===== src/rtl/pipeline_ctrl_pkg.sv =====
`default_nettype none
// ============================================================================
//  Module   : core101_pipe_pkg
//  Purpose  : Shared definitions for the pipeline-register sequencer.
//             Holds the FSM state encoding, the pipeline register index
//             constants and the default pipeline depth.
//  Revision : 1.0  initial release
// ============================================================================
package core101_pipe_pkg;

    // Default number of pipeline registers (IF/ID, ID/EX, EX/MEM, MEM/WB)
    localparam int DEFAULT_NUM_STAGES = 4;

    // Pipeline register indices; register i feeds stage i+1
    localparam int IF_ID  = 0;
    localparam int ID_EX  = 1;
    localparam int EX_MEM = 2;
    localparam int MEM_WB = 3;

    // Sequencer FSM encoding, visible on state_out
    typedef enum logic [1:0] {
        ST_RUN    = 2'd0,
        ST_DRAIN  = 2'd1,
        ST_HALTED = 2'd2
    } pipe_state_e;

endpackage : core101_pipe_pkg
`default_nettype wire


===== src/rtl/pipeline_ctrl_if.sv =====
`default_nettype none
// ============================================================================
//  Module   : pipeline_ctrl_if
//  Purpose  : Bundle of control signals between the pipeline sequencer and
//             the datapath / pipeline registers.
//  Ports    : fetch_valid_in, stage_stall_in, flush_in, halt_in  (to ctrl)
//             set_out, bubble_out, valid_out, pc_set_out,
//             halted_out, state_out, stall_count_out             (from ctrl)
//  Modports : master - the sequencer (drives the *_out signals)
//             slave  - the datapath side (drives the *_in signals)
//  Revision : 1.0  initial release
// ============================================================================
interface pipeline_ctrl_if
    import core101_pipe_pkg::*;
#(
    parameter int NUM_STAGES = DEFAULT_NUM_STAGES,
    parameter int CNT_WIDTH  = 16
);

    logic                  fetch_valid_in;
    logic [NUM_STAGES-1:0] stage_stall_in;
    logic                  flush_in;
    logic                  halt_in;

    logic [NUM_STAGES-1:0] set_out;
    logic [NUM_STAGES-1:0] bubble_out;
    logic [NUM_STAGES-1:0] valid_out;
    logic                  pc_set_out;
    logic                  halted_out;
    logic [1:0]            state_out;
    logic [CNT_WIDTH-1:0]  stall_count_out;

    modport master (
        input  fetch_valid_in,
        input  stage_stall_in,
        input  flush_in,
        input  halt_in,
        output set_out,
        output bubble_out,
        output valid_out,
        output pc_set_out,
        output halted_out,
        output state_out,
        output stall_count_out
    );

    modport slave (
        output fetch_valid_in,
        output stage_stall_in,
        output flush_in,
        output halt_in,
        input  set_out,
        input  bubble_out,
        input  valid_out,
        input  pc_set_out,
        input  halted_out,
        input  state_out,
        input  stall_count_out
    );

endinterface : pipeline_ctrl_if
`default_nettype wire


===== src/rtl/pipeline_ctrl_sat_counter.sv =====
`default_nettype none
// ============================================================================
//  Module   : sat_counter
//  Purpose  : Up-counter that sticks at its maximum value. Cleared only by
//             the asynchronous active-low reset.
//  Ports    : clock_in   - clock, rising edge
//             reset_n_in - asynchronous active-low reset
//             inc_in     - increment request for this cycle
//             count_out  - current count
//  Revision : 1.0  initial release
// ============================================================================
module sat_counter #(
    parameter int WIDTH = 16
) (
    input  wire logic             clock_in,
    input  wire logic             reset_n_in,
    input  wire logic             inc_in,
    output logic      [WIDTH-1:0] count_out
);

    logic [WIDTH-1:0] r_count;
    logic             w_at_max;

    assign w_at_max = &r_count;

    always_ff @(posedge clock_in or negedge reset_n_in) begin
        if (!reset_n_in) begin
            r_count <= '0;
        end else if (inc_in && !w_at_max) begin
            r_count <= r_count + WIDTH'(1);
        end
    end

    assign count_out = r_count;

endmodule : sat_counter
`default_nettype wire


===== src/rtl/pipeline_ctrl.sv =====
`default_nettype none
// ============================================================================
//  Module   : pipeline_ctrl
//  Purpose  : Sequencer for the pipeline registers. Tracks a valid bit per
//             register, turns per-stage stalls into per-register load
//             enables, inserts bubbles, applies branch flushes and drains
//             the pipeline on a halt request.
//  Ports    : clock_in   - clock, rising edge
//             reset_n_in - asynchronous active-low reset
//             pif        - pipeline_ctrl_if.master control bundle
//  Notes    : NUM_STAGES must be at least 2;
//             1 <= FLUSH_DEPTH <= NUM_STAGES.
//  Revision : 1.0  initial release
// ============================================================================
module pipeline_ctrl
    import core101_pipe_pkg::*;
#(
    parameter int NUM_STAGES  = DEFAULT_NUM_STAGES,
    parameter int FLUSH_DEPTH = 2,
    parameter int CNT_WIDTH   = 16
) (
    input  wire logic      clock_in,
    input  wire logic      reset_n_in,
    pipeline_ctrl_if.master pif
);

    // Registers killed by a flush: bits 0..FLUSH_DEPTH-1
    localparam logic [NUM_STAGES-1:0] C_FLUSH_MASK =
        ~({NUM_STAGES{1'b1}} << FLUSH_DEPTH);
    // First register past the flush boundary; it must not receive a killed
    // instruction. Empty when every register is flushable.
    localparam logic [NUM_STAGES-1:0] C_BOUNDARY =
        (FLUSH_DEPTH < NUM_STAGES) ? (NUM_STAGES'(1) << FLUSH_DEPTH) : '0;

    pipe_state_e           r_state;
    pipe_state_e           w_state_nxt;
    logic [NUM_STAGES-1:0] r_valid;

    logic [NUM_STAGES-1:0] w_ready;
    logic [NUM_STAGES-1:0] w_move;
    logic [NUM_STAGES-1:0] w_in;
    logic [NUM_STAGES-1:0] w_kill;
    logic [NUM_STAGES-1:0] w_set;
    logic [NUM_STAGES-1:0] w_bubble;
    logic [NUM_STAGES-1:0] w_valid_nxt;
    logic                  w_run;
    logic                  w_fetch;
    logic                  w_empty;
    logic                  w_stall_evt;

    // ------------------------------------------------------------------
    // Advance chain, walked from writeback backward. Writeback always
    // retires, so the register downstream of the last one is ready.
    // A running ready term keeps the chain free of combinational
    // self-reference on the vector.
    // ------------------------------------------------------------------
    always_comb begin : p_chain
        logic w_rdy;
        w_rdy   = 1'b1;
        w_move  = '0;
        w_ready = '0;
        for (int i = NUM_STAGES - 1; i >= 0; i--) begin
            w_move[i]  = r_valid[i] & ~pif.stage_stall_in[i] & w_rdy;
            w_rdy      = ~r_valid[i] | w_move[i];
            w_ready[i] = w_rdy;
        end
    end

    assign w_run   = (r_state == ST_RUN);
    assign w_fetch = w_run & pif.fetch_valid_in & ~pif.flush_in;
    assign w_kill  = {NUM_STAGES{pif.flush_in}} & C_FLUSH_MASK;

    // Instruction offered to each register; a flush blocks the handoff
    // across the flush boundary so a killed instruction cannot escape.
    assign w_in = {w_move[NUM_STAGES-2:0], w_fetch}
                & ~({NUM_STAGES{pif.flush_in}} & C_BOUNDARY);

    // Flushed registers load a NOP regardless of stall or ready
    assign w_set    = w_ready | w_kill;
    assign w_bubble = w_kill | (w_ready & ~w_in);

    // Loaded registers take the incoming valid bit; flushed ones clear
    assign w_valid_nxt = (r_valid & ~w_set) | (w_set & w_in & ~w_kill);

    // A live instruction that could not be loaded past is a stall cycle
    assign w_stall_evt = |(r_valid & ~w_set);
    assign w_empty     = ~|r_valid;

    always_ff @(posedge clock_in or negedge reset_n_in) begin
        if (!reset_n_in) begin
            r_valid <= '0;
        end else begin
            r_valid <= w_valid_nxt;
        end
    end

    // ------------------------------------------------------------------
    // Run / drain / halted sequencing. The emptiness test uses the
    // registered valid bits, so HALTED appears the cycle after the last
    // instruction leaves. Dropping halt_in always wins and returns to RUN.
    // ------------------------------------------------------------------
    always_ff @(posedge clock_in or negedge reset_n_in) begin
        if (!reset_n_in) begin
            r_state <= ST_RUN;
        end else begin
            r_state <= w_state_nxt;
        end
    end

    always_comb begin
        w_state_nxt = r_state;
        case (r_state)
            ST_RUN: begin
                if (pif.halt_in) begin
                    w_state_nxt = ST_DRAIN;
                end
            end
            ST_DRAIN: begin
                if (!pif.halt_in) begin
                    w_state_nxt = ST_RUN;
                end else if (w_empty) begin
                    w_state_nxt = ST_HALTED;
                end
            end
            ST_HALTED: begin
                if (!pif.halt_in) begin
                    w_state_nxt = ST_RUN;
                end
            end
            default: begin
                w_state_nxt = ST_RUN;
            end
        endcase
    end

    sat_counter #(
        .WIDTH (CNT_WIDTH)
    ) u_stall_cnt (
        .clock_in   (clock_in),
        .reset_n_in (reset_n_in),
        .inc_in     (w_stall_evt),
        .count_out  (pif.stall_count_out)
    );

    assign pif.set_out    = w_set;
    assign pif.bubble_out = w_bubble;
    assign pif.valid_out  = r_valid;
    assign pif.pc_set_out = pif.flush_in | (w_run & pif.fetch_valid_in & w_ready[0]);
    assign pif.halted_out = (r_state == ST_HALTED);
    assign pif.state_out  = r_state;

endmodule : pipeline_ctrl
`default_nettype wire

===== src/flat_wrapper.sv =====
// flat-port wrapper written by rule: the top's interface ports become plain ports
module pipeline_ctrl_flat import core101_pipe_pkg::*;
#(
    parameter int NUM_STAGES  = DEFAULT_NUM_STAGES,
    parameter int FLUSH_DEPTH = 2,
    parameter int CNT_WIDTH   = 16
)
  (clock_in, reset_n_in, pif_fetch_valid_in, pif_stage_stall_in, pif_flush_in, pif_halt_in, pif_set_out, pif_bubble_out, pif_valid_out, pif_pc_set_out, pif_halted_out, pif_state_out, pif_stall_count_out);
  pipeline_ctrl_if #(.NUM_STAGES(NUM_STAGES), .CNT_WIDTH(CNT_WIDTH)) pif_i ();
  input  wire logic clock_in;
  input  wire logic reset_n_in;
  input wire logic [$bits(pif_i.fetch_valid_in)-1:0] pif_fetch_valid_in;
  input wire logic [$bits(pif_i.stage_stall_in)-1:0] pif_stage_stall_in;
  input wire logic [$bits(pif_i.flush_in)-1:0] pif_flush_in;
  input wire logic [$bits(pif_i.halt_in)-1:0] pif_halt_in;
  output wire logic [$bits(pif_i.set_out)-1:0] pif_set_out;
  output wire logic [$bits(pif_i.bubble_out)-1:0] pif_bubble_out;
  output wire logic [$bits(pif_i.valid_out)-1:0] pif_valid_out;
  output wire logic [$bits(pif_i.pc_set_out)-1:0] pif_pc_set_out;
  output wire logic [$bits(pif_i.halted_out)-1:0] pif_halted_out;
  output wire logic [$bits(pif_i.state_out)-1:0] pif_state_out;
  output wire logic [$bits(pif_i.stall_count_out)-1:0] pif_stall_count_out;
  assign pif_i.fetch_valid_in = pif_fetch_valid_in;
  assign pif_i.stage_stall_in = pif_stage_stall_in;
  assign pif_i.flush_in = pif_flush_in;
  assign pif_i.halt_in = pif_halt_in;
  assign pif_set_out = pif_i.set_out;
  assign pif_bubble_out = pif_i.bubble_out;
  assign pif_valid_out = pif_i.valid_out;
  assign pif_pc_set_out = pif_i.pc_set_out;
  assign pif_halted_out = pif_i.halted_out;
  assign pif_state_out = pif_i.state_out;
  assign pif_stall_count_out = pif_i.stall_count_out;
  pipeline_ctrl #(.NUM_STAGES(NUM_STAGES), .FLUSH_DEPTH(FLUSH_DEPTH), .CNT_WIDTH(CNT_WIDTH)) u_core (.clock_in(clock_in), .reset_n_in(reset_n_in), .pif(pif_i));
endmodule

===== config.mk =====
export PLATFORM = sky130hd
export DESIGN_NAME = pipeline_ctrl_flat
export DESIGN_NICKNAME = d
export VERILOG_FILES = /design/src/rtl/pipeline_ctrl_pkg.sv /design/src/rtl/pipeline_ctrl_if.sv /design/src/rtl/pipeline_ctrl_sat_counter.sv /design/src/rtl/pipeline_ctrl.sv /design/src/flat_wrapper.sv
export SDC_FILE = /design/constraint.sdc
export NUM_CORES = 1
export LEC_CHECK = 0
export ABC_CLOCK_PERIOD_IN_PS = 2500
export CAP_MARGIN = 15
export CORE_MARGIN = 4
export CORE_UTILIZATION = 47
export CTS_BUF_LIST = sky130_fd_sc_hd__clkbuf_4
export DETAILED_ROUTE_END_ITERATION = 10
export PLACE_DENSITY = 0.93
export RECOVER_POWER = 50
export REMOVE_ABC_BUFFERS = 1
export SKIP_CTS_REPAIR_TIMING = 1
export SYNTH_ARGS = -nofsm -noshare
export SYNTH_HDL_FRONTEND = slang
export SYNTH_HIERARCHICAL = 1
export SYNTH_SLANG_ARGS = --single-unit

===== constraint.sdc =====
create_clock -name clock_in -period 2.5 [get_ports clock_in]
set_input_delay 0.25 -clock clock_in [delete_from_list [all_inputs] [get_ports clock_in]]
set_output_delay 0.25 -clock clock_in [all_outputs]
set_load 0.02 [all_outputs]

Word-level counts from Yosys, hierarchy flattened
Cells that the tools add are included.

storage, ports and cells
  register bits after elaboration = 22
  logic and storage cells = 57

operators by class
  bitwise gates (word level) = 36
  $add $sub $neg = 1
  multiplexer cells = 5
  eq/ne operators = 5
  reduce and logical (&&, ||, !) cells = 7

operator list
  cell                                                              count
  4-bit bitwise AND                                                 5
  16-bit by 1-bit adder with 16-bit output (second input constant)  1
  16-bit AND reduction                                              1
  1-bit bitwise AND                                                 10
  1-bit inverter                                                    9
  2-bit two-way mux                                                 4
  4-bit inverter                                                    2
  4-bit OR reduction                                                2
  2-bit case mux with 3 select lines                                1
  1-bit bitwise OR                                                  5
  2-bit inequality test (second input constant)                     2
  2-bit inverter with 4-bit output                                  1
  3-bit inverter with 4-bit output                                  1
  2-bit by 4-bit bitwise OR with 4-bit output                       1
  4-bit by 2-bit bitwise OR with 4-bit output                       1
  4-bit bitwise OR                                                  1
  3-bit inequality test (second input constant)                     1
  3-bit AND reduction                                               1
  2-bit by 1-bit == test with 1-bit output (second input constant)  1
  2-bit == test (second input constant)                             1
  2-bit zero test                                                   1
  1-bit logical AND                                                 1
  1-bit zero test                                                   1

Logic depth before layout (Yosys ltp)
Gate-level depths: netlist (run 1).

  depth after elaboration = 14
  mapped depth = 7
  gate-level depth less buffers = 7

Cells and area by module
Netlist (run 1), hierarchy kept.

modules (own cells, without submodules)
  module         area each (um^2)  seq. area each (um^2)  cells each  instances
  sat_counter    840.8             400.4                  75          1
  pipeline_ctrl  366.6             150.1                  43          1

Worst setup path after synthesis (run 1)
No wires, ideal clock.

  path type = register -> register
  start point = reg with a tool-made name
  end point = reg u_core.u_stall_cnt.r_count[15] (netlist: u_core/u_stall_cnt/count_out[15])
  library setup time = 80 ps
  path slack = 458 ps
  arrival time = 1,963 ps
  stages on the path, launching flop included = 8
  buffers on the path = 0
  cells stage by stage = dfrtp_1 -> nand2_1 -> a21oi_1 -> a21o_1 -> and3_2 -> nand3_1 -> nor4_2 -> xor2_1

RTL lines
  what                    RTL line                         RTL
  end signal: assignment  pipeline_ctrl_sat_counter.sv:30  r_count <= r_count + WIDTH'(1);
  end: declaration        pipeline_ctrl_sat_counter.sv:21  logic [WIDTH-1:0] r_count;

Worst setup path after layout (run 1)
  start point = reg u_core.r_valid[0] (netlist: u_core/pif.valid_out[0])
  end point = out pif_bubble_out[0]

on the way
  cells in the longest elaborated chain, start to end = 5
  elaborated cells between the ends (all ways) = 6
  classes of those cells = 6 x bitwise

ends and longest elaborated chain
  what                                             RTL line             RTL
  start: declaration                               pipeline_ctrl.sv:37  logic [NUM_STAGES-1:0] r_valid;
  start signal: assignment                         pipeline_ctrl.sv:93  r_valid <= w_valid_nxt;
  1-bit bitwise AND (2 in series)                  pipeline_ctrl.sv:63  w_move[i] = r_valid[i] & ~pif.stage_stall_in[i] & w_rdy;
  1-bit bitwise OR (*)                             pipeline_ctrl.sv:64  w_rdy = ~r_valid[i] | w_move[i];
  4-bit bitwise AND (*)                            pipeline_ctrl.sv:80  assign w_bubble = w_kill | (w_ready & ~w_in);
  2-bit by 4-bit bitwise OR with 4-bit output (*)  pipeline_ctrl.sv:80
  end: declaration                                 flat_wrapper.sv:17   output wire logic [$bits(pif_i.bubble_out)-1:0] pif_bubble_out;

Every way passes the cells marked *; elsewhere a longest branch is shown, timed or not.

==> results of run 1 <==
[state kept, by name, indices dropped and copies added, names as in the netlist, named ones only]
| signal | flops |
|---|---|
| u_core/pif.valid_out | 2 |
| u_core/u_stall_cnt/count_out | 16 |
| u_core/pif.state_out | 2 |
[metal layers]
| metal | share of wire (%) | global-route usage [%] |
|---|---|---|
| met4 | 1.3 | 8.41 |
| met2 | 47 | 27.4 |
| met3 | 9.1 | 3.51 |
| met5 | 0 | 0 |
| met1 | 42 | 22.2 |
[critical path, delay by kind of cell, from the launching register on]
kind	cells	cell delay (ps)
simple gates	1	220
flops	1	450
compound gates	2	470
buf+inv	1	620
[final timing paths]
kind	end	slack (ps)
max reg2reg	u_core/u_stall_cnt/count_out[1]	330
max in group asynchronous	u_core/u_stall_cnt/count_out[10]	1140
min in group asynchronous	u_core/pif.valid_out[0]	680
max	pif_bubble_out[0]	190
min reg2reg	u_core/u_stall_cnt/count_out[7]	540
min	u_core/u_stall_cnt/count_out[7]	540
[through the flow]
step                hold slack [ps]  utilization [%]  cells
finish                          541             67.4    192
global route                    564             67.4    192
CTS                             273             68.2    192
detailed placement              526             67.1    188
global placement                517             67.1    188
floorplan                     -45.6                -    117
[kinds of logic (layout without fill, tap and decap cells)]
kind of cell             count (synthesis)  count (layout)  synth area share (%)
AND/OR/NAND/NOR                         56              56                  29.8
adder cells (fa/ha/maj)                  1               1                  1.04
flip-flops                              22              22                  45.6
multiplexers                             4               4                  3.73
XOR/XNOR                                11              11                  7.98
AO/OA/AOI/OAI                           19              19                  10.2
buffers and inverters                    5              49                  1.66
[placed cells by master, fill, tap and decap left out]
cell and count:
a21o_1 3, nand4_1 3, nand3b_1 1, and4_1 2
and2_1 1, ha_1 1, and2_0 1, nor2_1 7
nand4_2 2, inv_1 4, o21a_1 3, clkbuf_1 1
clkbuf_4 3, dlygate4sd3_1 10, nor3b_1 2, xnor2_1 3
a211o_1 1, o21ai_1 2, or2_0 1, nand2b_1 3
nand4_4 1, nor3_1 5, nand3_1 7, a22o_1 1
and3_2 1, nor4_2 2, clkdlybuf4s50_1 30, a211oi_1 1
dfrtp_1 22, mux2_2 4, nor4_1 2, nor2b_1 4
xor2_1 8, nand2_1 9, o21ai_0 5, o211ai_1 1
clkinv_1 1, a21oi_1 2, and3_1 2
[layout make-up]
| type | instances | area (µm²) |
|---|---|---|
| fill | 187 | 800 |
| multi-input combinational | 91 | 622 |
| sequential | 22 | 551 |
| timing repair buffer | 41 | 404 |
| tap | 30 | 37.5 |
| clock buffer | 3 | 22.5 |
| inverter | 4 | 15.0 |
| clock inverter | 1 | 3.75 |
[power by group]
group          internal, W  switching, W  leakage (nW)
clock            0.0000582      0.000100        0.0154
sequential        0.000398     0.0000622         0.297
combinational     0.000144      0.000150         0.460
==> summary.txt, run 1 <==
Logic synthesis
  – Seq/Total Area, Yosys: 45.6%
  – Cell area after synthesis: about 1200 µm²
  – Most common flop cell mapped by yosys: dfrtp_1
  – Mean instance size in the synthesized netlist: between 10 and 15 µm²
  – Share of the synthesized area in the top cell type: about 46%
  – Synthesis-stage register bit count: 22
  – EDFF count, synth: 0
  – Post-synth ARST share: 100%
  – Count of yosys warnings during synthesis: 6
  – Library cells used by synthesis: 35
  – Synthesized netlist cell count: ~120
  – Most numerous cell types in the synthesized netlist: dfrtp_1, nand2_1, xor2_1, nand3_1, nor2_1
  – Most frequently used cell type in the post-synthesis netlist: dfrtp_1
  – Largest area contributor in the synthesized netlist: dfrtp_1
  – Cell types occupying the most area after synthesis: dfrtp_1, xor2_1, mux2_2

Global route
  – First-pass GRT wire length: between 4000 and 5000 µm
  – Antenna violations before repair: 0
  – Global Route Usage Sum: between 10% and 20%
  – Vias in the first global route: about 1000
  – Pin count of the biggest net entering global routing: 23
  – Gr ovfl total: 0

Finish
  – Share of final-layout standard cells stronger than drive strength 1: approximately 8%
  – Area growth from synthesis to final layout: 37.1%
  – Design Area, Final: between 1500 and 2000 µm²
  – Total number of nets in the final design: approximately 170
  – Diodes inserted: 0

Route
  – Drt total wl: 2710 µm
  – Drt wl/cell: around 14 µm
  – Number of vias in the routed layout: between 1000 and 1500
  – Mean number of vias per cell: between 5 and 6
  – Number of detailed-route iterations in the first pass: 4
  – Initial DRC count: 47
  – Remaining DRCs: 0
  – Number of antenna-violating nets in the routed design: 0

Timing
  – Transition at the pin with the smallest max-transition slack: roughly 1200 ps
  – Number of pins with negative max-slew slack in the final report: 0
  – Final setup violation count: 0
  – Unrepaired setup endpoints after global routing: false
  – Sum Neg Setup Slack: 0 ps
  – Fmax: between 400 and 500 MHz
  – Slew headroom: between 20 and 25%
  – Minimum period implied by the final worst setup slack: ~2300 ps
  – Worst setup margin: between 150 and 200 ps
  – Hold violation count in the final report: 0
  – Setup skew after layout: roughly 4.2 ps
  – Fin crit share: 92.4%

Place
  – Cell area reported after detailed placement: 1650 µm²
  – Port Buf Inserts: 40
  – Pre-CTS worst setup slack: ~83 ps
  – Final Wtd Congestion: ~0.93
  – Post-DP HPWL: slightly above 2000 µm

Floorplanning
  – Rows: 18
  – Floorplan die area: approximately 3400 µm²
  – DIE WIDTH: between 50 and 60 µm
  – Standard cell core area: around 2500 µm²
  – Initial standard-cell utilization of the core: 49.2%
  – Boundary pin count: 41
  – Die span in y: between 50 and 60 µm

Min path
  – Hold wc startpoint: u_core/u_stall_cnt/count_out[7]
  – Hold/Removal Path Class: flop to flop
  – Hold Path Stages: 1

Setup path
  – Crit path max-delay cell type: clkdlybuf4s50_1
  – Count of cells along the worst register-to-register path: 5
  – Signal arrival time at the worst endpoint: 2060 ps
  – Worst setup path start: u_core/pif.valid_out[0]
  – Worst path required time: around 2300 ps
  – Type of the setup path with the least slack: flop to output pin
  – Category of the worst setup path launch point: flop
  – Start of the worst register-to-register path: u_core/u_stall_cnt/count_out[0]
  – CP Cell Sequence: and3_1, a211o_1, o21ai_1, clkdlybuf4s50_1
  – Kind of capture point of the worst setup path: output pin
  – Crit-path max FO: 7
  – Stage delay of the slowest cell on the critical path: 620 ps

Clock network
  – Root Buffer Master: clkbuf_4
  – Clock buffer depth: 2
  – Clk slew on worst S/H paths: about 110 ps
  – TritonCTS clock tree: built
  – Total CTS buffers: 3
  – Clock sink total: 22
  – Insertion delay of the later-clocked pin in the worst-skew pair: about 300 ps
  – H-tree level count: 1

Power
  – Static leakage: between 0.7 and 0.8 nW
  – Maximum resistive drop on vdd: 0.411 mV
  – Sum of internal, switching and leakage power: 0.000913 W
  – Power per Cell Area: between 500 and 600 nW/µm²

Flow run
  – Max Cap Violations: 0

Status
  – Status: complete, no violations
Note: power is estimated with default switching activity, not from simulation.
==> inputs of run 2 (changes only) <==
--- a/config.mk
+++ b/config.mk
@@ -5,13 +5,13 @@
 export SDC_FILE = /design/constraint.sdc
 export NUM_CORES = 1
 export LEC_CHECK = 0
-export ABC_CLOCK_PERIOD_IN_PS = 2500
-export CAP_MARGIN = 15
+export ABC_CLOCK_PERIOD_IN_PS = 2100
+export CAP_MARGIN = 20
 export CORE_MARGIN = 4
-export CORE_UTILIZATION = 47
+export CORE_UTILIZATION = 42
 export CTS_BUF_LIST = sky130_fd_sc_hd__clkbuf_4
 export DETAILED_ROUTE_END_ITERATION = 10
-export PLACE_DENSITY = 0.93
+export PLACE_DENSITY = 0.89
 export RECOVER_POWER = 50
 export REMOVE_ABC_BUFFERS = 1
 export SKIP_CTS_REPAIR_TIMING = 1
==> constraint.sdc (replaced) <==
create_clock -name clock_in -period 2.1 [get_ports clock_in]
set_input_delay 0.21 -clock clock_in [delete_from_list [all_inputs] [get_ports clock_in]]
set_output_delay 0.21 -clock clock_in [all_outputs]
set_load 0.02 [all_outputs]
==> summary.txt, run 2 (synthesis results as in run 1) <==
Min path
  – Hold wc startpoint: pif_halt_in
  – Hold/Removal Path Class: input pin to flop
  – Hold Path Stages: 2 (+1)
  – Capture endpoint of the worst hold path: u_core/pif.state_out[1]

Route
  – Drt total wl: 3270 µm (+21%)
  – Number of detailed-route iterations in the first pass: 4 (unchanged)
  – Number of antenna-violating nets in the routed design: 0 (unchanged)
  – Number of vias in the routed layout: 1114 (+4.1%)
  – Initial DRC count: 50 (+6.4%)
  – Drt wl/cell: 16.4 µm (+16%)
  – Remaining DRCs: 0 (unchanged)
  – Mean number of vias per cell: 5.57 (about the same)

Timing
  – Fin crit share: between 90% and 100%
  – Slew headroom: 20.3% (-2.6 points)
  – Number of pins with negative max-slew slack in the final report: 0 (unchanged)
  – Hold violation count in the final report: 0 (unchanged)
  – Minimum period implied by the final worst setup slack: 1990 ps
  – Final setup violation count: 0 (unchanged)
  – Transition at the pin with the smallest max-transition slack: 1200 ps (+39.5 ps)
  – Unrepaired setup endpoints after global routing: false
  – Fmax: ~500 MHz
  – Worst setup margin: 109 ps (-80.9 ps)
  – Setup skew after layout: 1.84 ps (-2.41 ps)
  – Final-layout worst hold slack: 533 ps (-8.03 ps)

Setup path
  – Flop-to-flop setup slack: 200 ps (-130 ps)
  – Start of the worst register-to-register path: u_core/pif.valid_out[1]
  – CP Cell Sequence: a21o_1, nand2_1, o21a_1, clkdlybuf4s50_1
  – Stage delay of the slowest cell on the critical path: 600 ps (-20 ps)
  – Worst path required time: 1890 ps (-360 ps)
  – Count of cells along the worst register-to-register path: 7 (+2)
  – Kind of capture point of the worst setup path: output pin
  – Kind of cell with the highest combined delay on the critical path: buffers and inverters
  – Category of the worst setup path launch point: flop
  – Signal arrival time at the worst endpoint: 1780 ps (-280 ps)
  – Buffer and inverter count on the worst path: 1 (unchanged)
  – Type of the setup path with the least slack: flop to output pin
  – Crit path max-delay cell type: clkdlybuf4s50_1
  – Crit-path max FO: 4 (-3)
  – Critical R2R Capture: u_core/u_stall_cnt/count_out[7]

Global route
  – Global Route Usage Sum: 18.3% (+1.1 points)
  – Pin count of the biggest net entering global routing: 23 (unchanged)
  – Antenna violations before repair: 0 (unchanged)
  – Gr ovfl total: 0 (unchanged)
  – Vias in the first global route: 1136 (+12%)
  – Met1 usage in global routing: 22.9% (+0.67 points)
  – First-pass GRT wire length: 5200 µm (+14%)
  – Global Route met3 Usage: 3.14% (-0.36 points)
  – Most used routing layer in global routing: met2
  – Met2 track demand over resource: 30.3% (+2.9 points)

Finish
  – Share of final-layout standard cells stronger than drive strength 1: 15.4% (+7.4 points)
  – Area growth from synthesis to final layout: 44.9%
  – Largest register FFs: 16 (unchanged)
  – Commonest cells after routing, fill and taps aside: clkdlybuf4s50_1, dfrtp_1, nand2_1
  – Most frequent standard cell in the layout excluding fill and tap cells: clkdlybuf4s50_1
  – Design Area, Final: 1750 µm² (+5.7%)
  – Share of the core filled with cells: 63.4% (-4.0 points)
  – Diodes inserted: 0 (unchanged)
  – Total number of nets in the final design: 181 (+4.6%)

Floorplanning
  – Initial standard-cell utilization of the core: 43.8% (-5.4 points)
  – Rows: 19 (+1)
  – Boundary pin count: 41 (unchanged)
  – Floorplan die area: 3800 µm² (+10%)
  – DIE WIDTH: 61.6 µm (+5.0%)
  – Standard cell core area: 2760 µm² (+12%)
  – Die span in y: 61.6 µm (+5.0%)

Clock network
  – Clock sink total: 22 (unchanged)
  – Root Buffer Master: clkbuf_4
  – Total CTS buffers: 3 (unchanged)
  – Insertion delay of the later-clocked pin in the worst-skew pair: 300 ps (about the same)
  – Clock buffer depth: 2 (unchanged)
  – Clk slew on worst S/H paths: 120 ps (about the same)
  – TritonCTS clock tree: built
  – H-tree level count: 1 (unchanged)

Power
  – Maximum resistive drop on vdd: 0.683 mV (+66%)
  – Static leakage: 0.816 nW (+5.6%)
  – Power per Cell Area: 641 nW/µm² (+16%)

Place
  – Final Wtd Congestion: 0.905 (-2.4%)
  – Cell area reported after detailed placement: 1710 µm² (+3.7%)
  – Pre-CTS worst setup slack: -144 ps (-227 ps)
  – Port Buf Inserts: 40 (unchanged)
  – Post-DP HPWL: 2480 µm (+20%)

Flow run
  – Max Cap Violations: 0 (unchanged)

Status
  – Status: complete, no violations
==> run 2: cell types whose count changed in the layout (fill, tap and decap cells not counted), moves of 2 or more <==
cell / delta
dlymetal6s2s_1: +6
nor3_2: +2
buf_4: +7
dlygate4sd3_1: -2
clkdlybuf4s50_1: -4
nor3_1: -2
==> run 2: through the flow <==
step	TNS (ps)	power [W]	cells
after floorplan	0	0.000726	117
after global placement	-13.4	0.000917	197
final	0	0.00112	200
after CTS	-587	0.00113	200
after detailed placement	-603	0.000938	197
after global routing	0	0.00118	200
==> run 2: how the worst max path moves through the flow <==
stage                            startpoint                          endpoint  cells past startpoint
finish                                 flop                 pif_bubble_out[2]                      4
global route                           flop   u_core/u_stall_cnt/count_out[7]                      7
CTS                 u_core/pif.valid_out[0]                 pif_bubble_out[0]                      4
detailed placement    pif_stage_stall_in[3]  u_core/u_stall_cnt/count_out[11]                      8
global placement      pif_stage_stall_in[2]                 pif_bubble_out[0]                      5
floorplan                              flop  u_core/u_stall_cnt/count_out[15]                      7
==> run 2: final cells by class <==
type                       count  area [µm²]
multi-input combinational     91         642
tap                           31        38.8
clock buffer                   3        22.5
timing repair buffer          49         479
fill                         225        1010
sequential                    22         552
inverter                       4        15.0
==> run 2: routing by layer <==
metal	up-vias	part of all wire, %
li1	525	-
met1	533	42
met2	46	51
met5	-	0
met4	0	1.7
met3	10	5.2
==> run 2: report_power, final <==
part	internal (W)	switching [W]	leakage, nW
Combinational	0.000185	0.000185	0.506
Sequential	0.000474	0.0000858	0.296
Clock	0.0000669	0.000125	0.0138
==> inputs of run 3 (changes only) <==
--- a/config.mk
+++ b/config.mk
@@ -5,13 +5,13 @@
 export SDC_FILE = /design/constraint.sdc
 export NUM_CORES = 1
 export LEC_CHECK = 0
-export ABC_CLOCK_PERIOD_IN_PS = 2100
+export ABC_CLOCK_PERIOD_IN_PS = 1900
 export CAP_MARGIN = 20
 export CORE_MARGIN = 4
-export CORE_UTILIZATION = 42
+export CORE_UTILIZATION = 47
 export CTS_BUF_LIST = sky130_fd_sc_hd__clkbuf_4
 export DETAILED_ROUTE_END_ITERATION = 10
-export PLACE_DENSITY = 0.89
+export PLACE_DENSITY = 0.93
 export RECOVER_POWER = 50
 export REMOVE_ABC_BUFFERS = 1
 export SKIP_CTS_REPAIR_TIMING = 1
==> constraint.sdc (replaced) <==
create_clock -name clock_in -period 1.9 [get_ports clock_in]
set_input_delay 0.19 -clock clock_in [delete_from_list [all_inputs] [get_ports clock_in]]
set_output_delay 0.19 -clock clock_in [all_outputs]
set_load 0.02 [all_outputs]
==> summary.txt, run 3 (synthesis results as in run 1) <==
Status
  – Status: complete, no violations

Timing
  – Number of pins with negative max-slew slack in the final report: 0 (unchanged)
  – Hold violation count in the final report: 0 (unchanged)
  – Minimum period implied by the final worst setup slack: approximately 1800 ps
  – Setup skew after layout: 8.64 ps (+6.81 ps)
  – Worst setup margin: 94.1 ps (-15.2 ps)
  – Fmax: 554 MHz
  – Final setup violation count: 0 (unchanged)
  – Transition at the pin with the smallest max-transition slack: 1120 ps (-73.0 ps)
  – Slew headroom: 25.1% (+4.9 points)
  – Fin crit share: 95.0%

Finish
  – Diodes inserted: 0 (unchanged)
  – Share of the core filled with cells: 73.9% (+10 points)
  – Footprint of the flip-flops and latches: 552 µm² (unchanged)
  – Area of the multi-input gates: 668 µm² (+4.1%)
  – Area growth from synthesis to final layout: 50.2%
  – Final cell count without fillers: 205 (+2.5%)
  – Filler Cells Inserted: 172 (-24%)
  – Most frequent standard cell in the layout excluding fill and tap cells: clkdlybuf4s50_1
  – Commonest cells after routing, fill and taps aside: clkdlybuf4s50_1, dfrtp_1, buf_4
  – Share of final-layout standard cells stronger than drive strength 1: 20.6% (+5.2 points)
  – Total number of nets in the final design: 186 (+2.8%)
  – Largest register FFs: 16 (unchanged)

Place
  – Final Wtd Congestion: 0.968 (+7.0%)
  – Post-DP HPWL: 2290 µm (-7.8%)
  – Number of cells in the design after placement: 199 (+1.0%)
  – Port Buf Inserts: 40 (unchanged)
  – Pre-CTS worst setup slack: -206 ps (-61.6 ps)

Setup path
  – Flop-to-flop setup slack: 90 ps (-110 ps)
  – Type of the setup path with the least slack: flop to flop
  – Critical R2R Capture: u_core/u_stall_cnt/count_out[6]
  – Count of cells along the worst register-to-register path: 8 (+1)
  – Crit-path max FO: 5 (+1)
  – Category of the worst setup path launch point: flop
  – Kind of capture point of the worst setup path: flop
  – Worst path required time: 2120 ps (+230 ps)
  – Signal arrival time at the worst endpoint: 2020 ps (+240 ps)

Clock network
  – Clk slew on worst S/H paths: 120 ps (about the same)
  – TritonCTS clock tree: built
  – Clock buffer depth: 2 (unchanged)
  – Insertion delay of the later-clocked pin in the worst-skew pair: 310 ps (about the same)
  – Clock sink total: 22 (unchanged)
  – Total CTS buffers: 3 (unchanged)
  – Root Buffer Master: clkbuf_4
  – H-tree level count: 1 (unchanged)

Floorplanning
  – Boundary pin count: 41 (unchanged)
  – Floorplan die area: 3440 µm² (-9.3%)
  – DIE WIDTH: 58.7 µm (-4.8%)
  – Standard cell core area: 2450 µm² (-11%)
  – Initial standard-cell utilization of the core: 49.2% (+5.4 points)
  – Rows: 18 (-1)
  – Die span in y: 58.7 µm (-4.8%)

Flow run
  – Max Cap Violations: 0 (unchanged)

Route
  – Number of detailed-route iterations in the first pass: 4 (unchanged)
  – Mean number of vias per cell: 5.59 (+0.28%)
  – Initial DRC count: 47 (-6.0%)
  – Number of antenna-violating nets in the routed design: 0 (unchanged)
  – Number of vias in the routed layout: 1145 (+2.8%)
  – Drt total wl: 3080 µm (-5.8%)
  – Remaining DRCs: 0 (unchanged)
  – Drt wl/cell: 15.0 µm (-8.1%)

Power
  – Static leakage: 0.836 nW (+2.5%)
  – Power per Cell Area: 687 nW/µm² (+7.1%)
  – Maximum resistive drop on vdd: 0.673 mV (-1.5%)

Global route
  – Global Route Usage Sum: 19.0% (+0.71 points)
  – Gr ovfl total: 0 (unchanged)
  – Vias in the first global route: 1099 (-3.3%)
  – Antenna violations before repair: 0 (unchanged)
  – Pin count of the biggest net entering global routing: 23 (unchanged)
  – First-pass GRT wire length: 4990 µm (-4.0%)

Min path
  – Hold/Removal Path Class: input pin to flop
  – Hold Path Stages: 2 (unchanged)
  – Capture endpoint of the worst hold path: u_core/pif.state_out[1]
  – Hold wc startpoint: pif_halt_in
run 3: per-stage QoR:
step / hold slack [ps] / power, W / instance area (µm²) / setup TNS (ps)
2_1_floorplan: -106 / 0.000803 / 1200 / -751
3_3_place_gp: 516 / 0.00102 / 1730 / -1260
3_5_place_dp: 532 / 0.00104 / 1730 / -2100
4_1_cts: 203 / 0.00126 / 1760 / -1300
5_1_grt: 530 / 0.00132 / 1810 / -13.2
6_report: 528 / 0.00125 / 1810 / 0
run 3: worst max-delay path: stages, from the launching register on:
cell and delay [ps]:
dfrtp_1 420, buf_4 160, nand2_1 80, nand3_1 80
a21o_1 160, buf_4 140, and4_1 240, nand3_1 100
mux2_2 330
run 3: worst max path at each step:
| stage | from | endpoint | slack [ps] |
|---|---|---|---|
| final | flop | u_core/u_stall_cnt/count_out[6] | 90 |
| after global routing | flop | u_core/u_stall_cnt/count_out[6] | -10 |
| after CTS | u_core/pif.valid_out[0] | pif_bubble_out[0] | -320 |
| after global placement | pif_stage_stall_in[2] | pif_bubble_out[0] | -160 |
| after floorplan | flop | u_core/u_stall_cnt/count_out[15] | -140 |
| after detailed placement | pif_stage_stall_in[2] | u_core/u_stall_cnt/count_out[5] | -210 |
run 3: where the power goes:
part	internal, W	switching [W]
combinational	0.000213	0.000204
clock	0.0000769	0.000139
sequential	0.000525	0.0000877
run 3: layer usage:
| layer | wire [µm] | vias to the layer above | GRT usage [%] |
|---|---|---|---|
| li1 | - | 537 | - |
| met1 | 1260 | 541 | 22.2 |
| met2 | 1540 | 52 | 33.3 |
| met3 | 185 | 15 | 3.29 |
| met4 | 98 | 0 | 9.71 |
| met5 | 0 | - | 0 |
run 3: area by class of cell:
cell class / count / area share [%]
multi-input combinational: 91 / 36.9
sequential: 22 / 30.4
timing repair buffer: 54 / 28.4
tap: 30 / 2.07
clock buffer: 3 / 1.24
inverter: 4 / 0.828
clock inverter: 1 / 0.207
